File: config.mk
export PLATFORM = sky130hd
export DESIGN_NAME = regfile_wb_ctrl_flat
export DESIGN_NICKNAME = d
export VERILOG_FILES = /design/src/rtl/regfile_wb_ctrl_if.sv /design/src/rtl/regfile_wb_ctrl.sv /design/src/flat_wrapper.sv
export SDC_FILE = /design/constraint.sdc
export NUM_CORES = 1
export LEC_CHECK = 0
export ABC_AREA = 1
export CAP_MARGIN = 40
export CORE_ASPECT_RATIO = 0.6
export CORE_UTILIZATION = 40
export DETAILED_ROUTE_END_ITERATION = 10
export PLACE_DENSITY_LB_ADDON = 0.25
export SLEW_MARGIN = 15
export SYNTH_ARGS = -nofsm -noshare
export SYNTH_HDL_FRONTEND = slang
export SYNTH_SLANG_ARGS = --single-unit
File: constraint.sdc
create_clock -name clk_i -period 9 [get_ports clk_i]
set_input_delay 0.9 -clock clk_i [delete_from_list [all_inputs] [get_ports clk_i]]
set_output_delay 0.9 -clock clk_i [all_outputs]
set_load 0.05 [all_outputs]
File: src/rtl/regfile_wb_ctrl_if.sv
// Bus bundle for the register-file writeback controller: three producer
// valid/ready channels, three regfile write ports, and the pending/idle status.
interface regfile_wb_ctrl_if;
  logic [2:0]  in_valid;
  logic [2:0]  in_ready;
  logic [3:0]  in_addr [3];
  logic [31:0] in_data [3];

  logic        w_en1, w_en2, w_en3;
  logic [3:0]  w_addr1, w_addr2, w_addr3;
  logic [31:0] w_data1, w_data2, w_data3;

  logic [15:0] pending;
  logic        idle;

  modport master (
    output in_valid, in_addr, in_data,
    input  in_ready,
    input  w_en1, w_en2, w_en3, w_addr1, w_addr2, w_addr3,
    input  w_data1, w_data2, w_data3, pending, idle
  );

  modport slave (
    input  in_valid, in_addr, in_data,
    output in_ready,
    output w_en1, w_en2, w_en3, w_addr1, w_addr2, w_addr3,
    output w_data1, w_data2, w_data3, pending, idle
  );
endinterface

File: src/rtl/regfile_wb_ctrl.sv
// Writeback controller: three tagged per-channel FIFOs feeding the three regfile
// write ports in program order. Optional REGFILE_WB_BYPASS_EN adds 0-cycle bypass.
module regfile_wb_ctrl #(
  parameter int DEPTH = 4,
  parameter int SEQ_W = 5
) (
  input  logic              clk_i,
  input  logic              rst_i,
  regfile_wb_ctrl_if.slave  bus
);
  localparam int PTR_W = $clog2(DEPTH);
  localparam int CNT_W = PTR_W + 1;
  localparam int PC_W  = $clog2(3*DEPTH + 1);

  typedef struct packed {
    logic [3:0]       addr;
    logic [31:0]      data;
    logic [SEQ_W-1:0] tag;
  } entry_t;

  entry_t           fifo_q   [3][DEPTH];
  logic [PTR_W-1:0] rd_ptr_q [3];
  logic [PTR_W-1:0] wr_ptr_q [3];
  logic [CNT_W-1:0] cnt_q    [3];
  logic [SEQ_W-1:0] tag_q, tag_d;
  logic [PC_W-1:0]  pcnt_q   [16];
  logic [PC_W-1:0]  pcnt_d   [16];

  logic [2:0]       empty, ready, acc, cand_v, stall, issue, byp, pop, enq;
  logic [SEQ_W-1:0] new_tag  [3];
  entry_t           cand     [3];

  // a is older than b when the wrap-aware difference a-b is negative
  function automatic logic older(input logic [SEQ_W-1:0] a, input logic [SEQ_W-1:0] b);
    logic [SEQ_W-1:0] diff;
    diff = a - b;
    return diff[SEQ_W-1];
  endfunction

  always_comb begin
    for (int k = 0; k < 3; k++) begin
      empty[k] = (cnt_q[k] == '0);
      ready[k] = (cnt_q[k] != CNT_W'(DEPTH)) && !rst_i;
      acc[k]   = bus.in_valid[k] && ready[k];
    end
    new_tag[0] = tag_q;
    new_tag[1] = tag_q + SEQ_W'(acc[0]);
    new_tag[2] = tag_q + SEQ_W'(acc[0]) + SEQ_W'(acc[1]);
    tag_d      = tag_q + SEQ_W'(acc[0]) + SEQ_W'(acc[1]) + SEQ_W'(acc[2]);
  end

  always_comb begin
    for (int k = 0; k < 3; k++) begin
      cand[k]   = fifo_q[k][rd_ptr_q[k]];
      cand_v[k] = !empty[k] && !rst_i;
`ifdef REGFILE_WB_BYPASS_EN
      // an empty channel offers its incoming request as the candidate
      if (empty[k] && acc[k]) begin
        cand[k]   = '{addr: bus.in_addr[k], data: bus.in_data[k], tag: new_tag[k]};
        cand_v[k] = 1'b1;
      end
`endif
    end
  end

  always_comb begin
    for (int k = 0; k < 3; k++) begin
      stall[k] = 1'b0;
      for (int j = 0; j < 3; j++) begin
        if (j != k && cand_v[j] && cand_v[k] && cand[j].addr == cand[k].addr &&
            older(cand[j].tag, cand[k].tag))
          stall[k] = 1'b1;
      end
    end
  end

  always_comb begin
    for (int k = 0; k < 3; k++) begin
      issue[k] = cand_v[k] && !stall[k];
      byp[k]   = issue[k] && empty[k];
      pop[k]   = issue[k] && !empty[k];
      enq[k]   = acc[k] && !byp[k];
    end
  end

  always_comb begin
    logic [PC_W-1:0] inc, dec;
    for (int r = 0; r < 16; r++) begin
      inc = '0;
      dec = '0;
      for (int k = 0; k < 3; k++) begin
        if (enq[k] && bus.in_addr[k] == 4'(r)) inc = inc + PC_W'(1);
        if (pop[k] && cand[k].addr == 4'(r))   dec = dec + PC_W'(1);
      end
      pcnt_d[r] = pcnt_q[r] + inc - dec;
    end
  end

  always_ff @(posedge clk_i) begin
    if (rst_i) begin
      tag_q <= '0;
      for (int k = 0; k < 3; k++) begin
        rd_ptr_q[k] <= '0;
        wr_ptr_q[k] <= '0;
        cnt_q[k]    <= '0;
      end
      for (int r = 0; r < 16; r++) pcnt_q[r] <= '0;
    end else begin
      tag_q <= tag_d;
      for (int k = 0; k < 3; k++) begin
        if (enq[k]) begin
          fifo_q[k][wr_ptr_q[k]] <= '{addr: bus.in_addr[k], data: bus.in_data[k], tag: new_tag[k]};
          wr_ptr_q[k] <= wr_ptr_q[k] + 1'b1;
        end
        if (pop[k]) rd_ptr_q[k] <= rd_ptr_q[k] + 1'b1;
        cnt_q[k] <= cnt_q[k] + CNT_W'(enq[k]) - CNT_W'(pop[k]);
      end
      for (int r = 0; r < 16; r++) pcnt_q[r] <= pcnt_d[r];
    end
  end

  always_comb begin
    bus.in_ready = ready;
    bus.w_en1    = issue[0];
    bus.w_addr1  = issue[0] ? cand[0].addr : '0;
    bus.w_data1  = issue[0] ? cand[0].data : '0;
    bus.w_en2    = issue[1];
    bus.w_addr2  = issue[1] ? cand[1].addr : '0;
    bus.w_data2  = issue[1] ? cand[1].data : '0;
    bus.w_en3    = issue[2];
    bus.w_addr3  = issue[2] ? cand[2].addr : '0;
    bus.w_data3  = issue[2] ? cand[2].data : '0;
    bus.idle     = empty[0] && empty[1] && empty[2];
    for (int r = 0; r < 16; r++) bus.pending[r] = (pcnt_q[r] != '0);
  end
endmodule

File: src/flat_wrapper.sv
// flat-port wrapper written by rule: the top's interface ports become plain ports
module regfile_wb_ctrl_flat 
#(
  parameter int DEPTH = 4,
  parameter int SEQ_W = 5
)
  (clk_i, rst_i, bus_in_valid, bus_in_addr, bus_in_data, bus_in_ready, bus_w_en1, bus_w_en2, bus_w_en3, bus_w_addr1, bus_w_addr2, bus_w_addr3, bus_w_data1, bus_w_data2, bus_w_data3, bus_pending, bus_idle);
  regfile_wb_ctrl_if bus_i ();
  input  logic clk_i;
  input  logic rst_i;
  input wire logic [$bits(bus_i.in_valid)-1:0] bus_in_valid;
  input wire logic [$bits(bus_i.in_addr)-1:0] bus_in_addr;
  input wire logic [$bits(bus_i.in_data)-1:0] bus_in_data;
  output wire logic [$bits(bus_i.in_ready)-1:0] bus_in_ready;
  output wire logic [$bits(bus_i.w_en1)-1:0] bus_w_en1;
  output wire logic [$bits(bus_i.w_en2)-1:0] bus_w_en2;
  output wire logic [$bits(bus_i.w_en3)-1:0] bus_w_en3;
  output wire logic [$bits(bus_i.w_addr1)-1:0] bus_w_addr1;
  output wire logic [$bits(bus_i.w_addr2)-1:0] bus_w_addr2;
  output wire logic [$bits(bus_i.w_addr3)-1:0] bus_w_addr3;
  output wire logic [$bits(bus_i.w_data1)-1:0] bus_w_data1;
  output wire logic [$bits(bus_i.w_data2)-1:0] bus_w_data2;
  output wire logic [$bits(bus_i.w_data3)-1:0] bus_w_data3;
  output wire logic [$bits(bus_i.pending)-1:0] bus_pending;
  output wire logic [$bits(bus_i.idle)-1:0] bus_idle;
  assign bus_i.in_valid = bus_in_valid;
  assign bus_i.in_addr = {>>{bus_in_addr}};
  assign bus_i.in_data = {>>{bus_in_data}};
  assign bus_in_ready = bus_i.in_ready;
  assign bus_w_en1 = bus_i.w_en1;
  assign bus_w_en2 = bus_i.w_en2;
  assign bus_w_en3 = bus_i.w_en3;
  assign bus_w_addr1 = bus_i.w_addr1;
  assign bus_w_addr2 = bus_i.w_addr2;
  assign bus_w_addr3 = bus_i.w_addr3;
  assign bus_w_data1 = bus_i.w_data1;
  assign bus_w_data2 = bus_i.w_data2;
  assign bus_w_data3 = bus_i.w_data3;
  assign bus_pending = bus_i.pending;
  assign bus_idle = bus_i.idle;
  regfile_wb_ctrl #(.DEPTH(DEPTH), .SEQ_W(SEQ_W)) u_core (.clk_i(clk_i), .rst_i(rst_i), .bus(bus_i));
endmodule
==> flow_metrics.tcl <==
set metrics [dict create \
    cts.reportedPaths.clkPinSlew_ns 0.07 \
    seq_area_sq_mm 0.0167 \
    rsz0062_at_grt "no" \
    final_common_cell "nand2_1" \
    skew_ns 0.0274 \
    die_footprint_sq_mm 0.0730 \
    setup_ws_ns 2.62 \
    cts_tree "built" \
    hpwl_reported_at_the_end_of_detailed_placement_microns 48700 \
    vdd.ir_drop.worst_mv 0.258 \
    postSynth.asyncResetShare 0 \
    xor_xnor_share_of_the_synthesized_area 0.0197 \
    dp_slack_ns 3.05 \
    timing_hold_violations_final 0 \
    aggregate_routed_wire_length_microns 74100 \
    clock_sink_count 582 \
    cts_repair_resize_count 0 \
    synth_mux_area_frac 0 \
    areaGrowthSynthToFinish_pct 19.0 \
    initial_core_util 0.408 \
    multiInputGateArea_sq_mm 0.0105 \
    setup.worst_path.class "reg2out" \
    die_width_microns 348 \
    synth_ff_type "edfxtp_1" \
    share_of_the_yosys_chip_area_belonging_to_registers 0.581 \
    firstDrtPassIters 5 \
    core_area_sq_mm 0.0705 \
    cp-end-kind "output pin" \
    finish.utilization 0.485 \
    die_h_microns 210 \
    synth_compound_area_frac 0.0566 \
    grt_use_total 0.202 \
    place.gp.congestion 0.959 \
    hold_path_depth 1 \
    most-common-layout-cells "781 x nand2_1, 504 x edfxtp_1, 302 x inv_1" \
    timing.reg2reg.worst_path_depth 21 \
    initialDrtViolationCount 1462 \
    synth_adder_area_share 0.107 \
    cts_made_buffers 56 \
    ys_ff_latch 582 \
    remaining_drc_errors 0 \
    final.fill_count 6348 \
    final_layout_size_suffix_gt1_frac 0.0517 \
    overflow 0 \
    max_slew.worst_pin.slew_ns 0.744 \
    number_of_nets_at_the_end_of_the_flow 3400 \
    grt_start_max_net_pins 84 \
    hold_path.class "reg2reg" \
    root_buffer "clkbuf_16" \
    postRouteAntennaNets 0 \
    place.port_buffers 243 \
    required_ns 8.10 \
    antenna_violations_before_repair 4 \
    final_min_period_over_clock_period 0.708 \
    std_cell_rows 75 \
    max_freq_mhz 157 \
    clock_tree.htree_level_count 2 \
    grt_first_pass_wirelength_microns 114000 \
    synth_enable_flop_cells 504 \
    path_max_fanout 60 \
    period_minus_slack_ns 6.38 \
    static-leakage-power_nw 13.7 \
    synth_warnings 0 \
    worst_setup_path_start_kind "flip-flop" \
    global_route.usage.met1 0.282 \
    detailroute.via_count 20500 \
    clock_tree.buffer_depth 3 \
    largest_family_of_logic_cells_by_synthesized_area "simple AND/OR/NAND/NOR gates" \
    average_cell_area_after_synthesis_sq_um 10.1 \
    synthesis.nets 3173 \
    grt_busiest_layer "met2" \
    via_count_of_the_first_global_routing_pass 20200 \
    cts_stage_hold_buffer_count 0 \
    clock_latency_ns 0.64 \
    cp_data_arrival_time_ns 5.48 \
    use_met2 0.312 \
    simple_gate_share_of_the_synthesized_area 0.178 \
    power.density_cell_area_mw_per_mm2 334 \
    post_synth_inst_count 2840 \
    post_drt_wl_per_cell_microns 18.2 \
    max_slew_margin_vs_limit 0.500 \
    report.final.slew_viol_count 0 \
    outcome "finished, final reports clean" \
    yosysUniqueCellTypes 39 \
    final-setup-viol-count 0 \
    synth_area_sq_mm 0.0287 \
    viasPerCell 5.04 \
    finalSetupTns_ns 0 \
    cap_viol_max_count 0 \
    cts.repair_timing.setup_buffer_count 0 \
    pin_count 244 \
    met3_demand_to_capacity_share_in_global_routing 0.0537 \
]
worst max-delay path, stage by stage (launching register included):
cell	delay, ns
edfxtp_1	0.40
inv_2	0.36
buf_4	0.60
nand2_1	0.10
a32oi_1	0.43
ha_1	0.35
a21oi_1	0.21
nand3_1	0.17
nand3_1	0.15
nand2_1	0.12
nor2_4	0.51
buf_4	0.45
clkdlybuf4s50_1	0.90
Yosys cell counts, drive strengths merged, types with 2 or more instances:
cell type | instances | share of area
xor2 | 40 | 0.013
nor3 | 106 | 0.020
dfxtp | 78 | 0.054
a21oi | 246 | 0.043
a32oi | 9 | 0.0027
o21ai | 35 | 0.0061
ha | 177 | 0.077
nand3b | 2 | 0.00052
nand3 | 117 | 0.021
nand4 | 12 | 0.0026
edfxtp | 504 | 0.53
nor2 | 205 | 0.027
a21o | 7 | 0.0018
inv | 313 | 0.041
a211oi | 8 | 0.0021
or4 | 14 | 0.0037
xnor2 | 23 | 0.0070
nand2 | 785 | 0.10
buf | 68 | 0.012
clkbuf | 41 | 0.0054
a31oi | 2 | 0.00044
fa | 43 | 0.030
flip-flops by register name, summed over array words and instances, names as in the netlist:
register,count
u_core.cnt_q,9
u_core.fifo_q,492
u_core.pcnt_q,64
u_core.rd_ptr_q,6
u_core.tag_q,5
u_core.wr_ptr_q,6
final cells by class:
class	instances	area share
inverter	313	0.0343
antenna	3	0.000219
clock inverter	36	0.0104
multi-input combinational	1836	0.306
clock buffer	68	0.0437
tap	962	0.0352
sequential	582	0.488
timing repair buffer	278	0.0817
per-layer routing:
metal | routed length (microns) | part of all wire
met5 | 11 | 0.00015
met4 | 1410 | 0.019
met3 | 6140 | 0.083
met2 | 33100 | 0.45
met1 | 33400 | 0.45
final timing paths:
path	start	end	slack [ns]
hold / removal	u_core.cnt_q[0][5]$_SDFF_PP0_	u_core.cnt_q[0][5]$_SDFF_PP0_	0.48
hold reg to reg	u_core.cnt_q[0][5]$_SDFF_PP0_	u_core.cnt_q[0][5]$_SDFF_PP0_	0.48
setup reg to reg	u_core.rd_ptr_q[0][4]$_SDFFCE_PP0P_	u_core.pcnt_q[1][19]$_SDFF_PP0_	3.02
setup / recovery	u_core.rd_ptr_q[0][4]$_SDFFCE_PP0P_	bus_w_en3	2.62
per-stage QoR:
step / instance area [sq um] / instances / power, mW / hold slack [ns]
finish: 34200 / 4078 / 11.4 / 0.482
floorplan: 28700 / 2840 / 7.32 / 0.422
global placement: 32200 / 3964 / 8.91 / 0.437
CTS: 34100 / 4073 / 11.5 / 0.459
global route: 34200 / 4078 / 12.2 / 0.490
detailed placement: 32300 / 3969 / 9.06 / 0.449
cells by family (layout without fill, tap and decap cells):
kind of cell	after synthesis	after routing
other cells	0	3
simple gates	1244	1244
buf+inv	422	695
fa+ha+maj	220	220
compound gates	309	309
xor+xnor	63	63
flops	582	582
report_power, final:
part	switching [mW]	internal, mW	leakage, nW	total, mW
Clock	1.04	1.33	0.892	2.37
Combinational	3.90	1.73	7.55	5.63
Sequential	0.139	3.29	5.24	3.43
Power figures use the tool's default switching activity.
==> RTL change (config.mk and constraints unchanged) <==
Add a define of `REGFILE_WB_BYPASS_EN`.
--- a/src/rtl/regfile_wb_ctrl.sv
+++ b/src/rtl/regfile_wb_ctrl.sv
@@ -2,2 +2,4 @@
 // write ports in program order. Optional REGFILE_WB_BYPASS_EN adds 0-cycle bypass.
+`define REGFILE_WB_BYPASS_EN
+
 module regfile_wb_ctrl #(
Check against the original RTL: not equivalent (a bounded check fails within 4 cycles, from zero or initial values and one cycle with rst_i high).
==> RTL change against the original RTL <==
  * Non-clock buffer count grew 11
  * Worst setup slack got worse by 0.88 ns
  * Design area is 5.1% higher
  * Register-to-register slack lost 0.46 ns
  * Clock power rose by 3%
  * Synthesized area grew 6.1%
  * Sequential share of layout area down 2.4 points
  * Total power up 0.15%
  * Final cell count is 5.2% higher
  * Global-route usage is 0.21 points higher
  * Wire length grew 7.8%
  * Maximum frequency down 12%
  * Sequential cell count did not move
  * Critical path type is now primary input to output port
  * Critical endpoint is now bus_w_data3[25]
  * Largest cell class unchanged
  * Highest routed layer unchanged
==> RTL change: results (changes against the original RTL) <==
detailed_routing:
  wirelength_um: 79810  # +7.8%
  drtIter0Drc: 2020  # +38%
  first_pass_iters: 7  # +2
  vias_per_cell: 5.142  # +2.1%
grt:
  first_global_vias: 20673  # +2.4%
  grt_max_degree: 73  # -13%
  grt_antenna_before_repair: 2  # -2
  grt_pass1_wl_um: 122500  # +7.4%
  gr-usage-all-layers: 0.2040  # +0.002093
clocking:
  cts_max_level: 2  # unchanged
worst_setup_path:
  r2r_cells: 32  # +52%
  cpPeakStageDelay_ns: 0.88  # -0.02 ns
  arrival_ns: 6.36  # +0.88 ns
  ff2ff_setup_slack_ns: 2.56  # -0.46 ns
  reg2reg_to: "u_core.pcnt_q[0][27]"
  r2r-start: "u_core.cnt_q[0][1]"
  crit_fanout: 23  # -62%
finish:
  layout-drive-gt1-share: 0.06661  # +0.01489
  fill_cells: 6820  # +7.4%
  largest_register_ffs: 492  # unchanged
  nNetsFinal: 3588  # +5.5%
  finalNonFillerCells: 4291  # +5.2%
logic_synthesis:
  synth.distinct_cells: 42  # +7.7%
  synth_area_leaders: "edfxtp_1 50%, nand2_1 8.7%, ha_1 7.2%"
  yosysSeqAreaShare: 0.5476  # -0.03331
  yosysTopAreaCellShare: 0.4964  # -0.03019
  synth_common_cells: "708 x nand2_1, 504 x edfxtp_1, 344 x inv_1"
  syn_nets: 3379  # +6.5%
  synth_edf_count: 504  # unchanged
  syn-instance-count: 3046  # +7.3%
sta:
  whs_ns: 0.5225  # +0.04076 ns
  relSlewSlack: 0.4614  # -0.03885
  skew_ns: 0.01913  # -0.008301 ns
hold_path:
  hold_start: "u_core.cnt_q[0][2]"
  hold_end: "u_core.cnt_q[0][2]"
outcome:
  outcome: "finished, final reports clean"
place:
  globalplace.congestion: 0.9979  # +4.1%
  numPortBuffers: 243  # unchanged
  hpwl_um: 53810  # +11%
  dp.cells: 4182  # +5.4%
pwr:
  leakage_nw: 14.13  # +3.3%
  peakVddDrop_v: 0.0002540  # -1.4%
## RTL change: changes by cell type after synthesis, moves of 14 or more
cell,unedited run,this run
nor2_2,3,17
inv_1,302,344
o21ai_1,2,18
nor2_1,202,339
xnor2_1,23,8
nand2_1,781,708
a32o_1,0,96
nor3_1,102,4
nand4_1,12,30
a21oi_1,246,146
buf_1,34,17
o21ai_0,33,58
a211oi_1,8,102
clkbuf_1,40,82
## RTL change: kinds of logic after synthesis
kind of cell / synth area share
adders and majority gates: 0.1011
xor gates and xnor gates: 0.01293
and+or+nand+nor: 0.1752
buffers and inverters: 0.06472
AOI/OAI and AO/OA: 0.09837
DFF: 0.5476
## RTL change: worst max-delay path by stage
stage                     from              endpoint  slack [ns]  cells after the start
2_1_floorplan            rst_i  u_core.pcnt_q[0][31]        2.52                     31
3_3_place_gp   bus_in_valid[0]  u_core.pcnt_q[0][27]        1.61                     31
3_5_place_dp   bus_in_valid[0]  u_core.pcnt_q[0][27]        1.81                     32
4_1_cts        bus_in_valid[0]       bus_w_data3[25]        1.82                     19
5_1_grt        bus_in_valid[0]       bus_w_data3[22]        1.46                     20
6_report       bus_in_valid[0]       bus_w_data3[25]        1.74                     19
## RTL change: cell type report
cell class	instances	area, sq um	area share
Clock buffer	65	1456	0.04050
Inverter	362	1361	0.03786
Sequential cell	582	16700	0.4643
Antenna cell	1	2.502	0.00006959
Multi-Input combinational cell	1964	11920	0.3314
Clock inverter	41	420.4	0.01169
Tap cell	987	1235	0.03434
Timing Repair Buffer	289	2870	0.07982
## RTL change: routing by layer
metal | wire length (um) | vias up | GRT usage | part of all wire
li1 | - | 10802 | - | -
met1 | 39030 | 10433 | 0.3131 | 0.49
met2 | 32700 | 715 | 0.2879 | 0.41
met3 | 6494 | 111 | 0.04812 | 0.081
met4 | 1466 | 4 | 0.04355 | 0.018
met5 | 124 | - | 0.01000 | 0.0016
## RTL change: worst register-to-register path: cells and delay by family (launching register included)
| kind | cells | cell delay [ns] |
|---|---|---|
| buffers and inverters | 5 | 0.64 |
| AO/OA/AOI/OAI | 5 | 1.07 |
| AND/OR/NAND/NOR | 14 | 1.88 |
| adder cells (fa/ha/maj) | 7 | 2.20 |
| flip-flops | 1 | 0.42 |
| XOR/XNOR | 1 | 0.16 |
## RTL change: where the power goes
part           internal, mW  total (mW)  switching [mW]
Combinational          1.77        5.54            3.77
Clock                  1.37        2.43            1.06
Sequential             3.30        3.48           0.180
## RTL change: through the flow
| stage | setup WS [ns] | instance area, sq um |
|---|---|---|
| after floorplan | 2.525 | 30490 |
| after global placement | 1.611 | 33910 |
| after detailed placement | 1.809 | 34060 |
| after CTS | 1.822 | 35930 |
| after global routing | 1.457 | 35960 |
| final | 1.744 | 35960 |
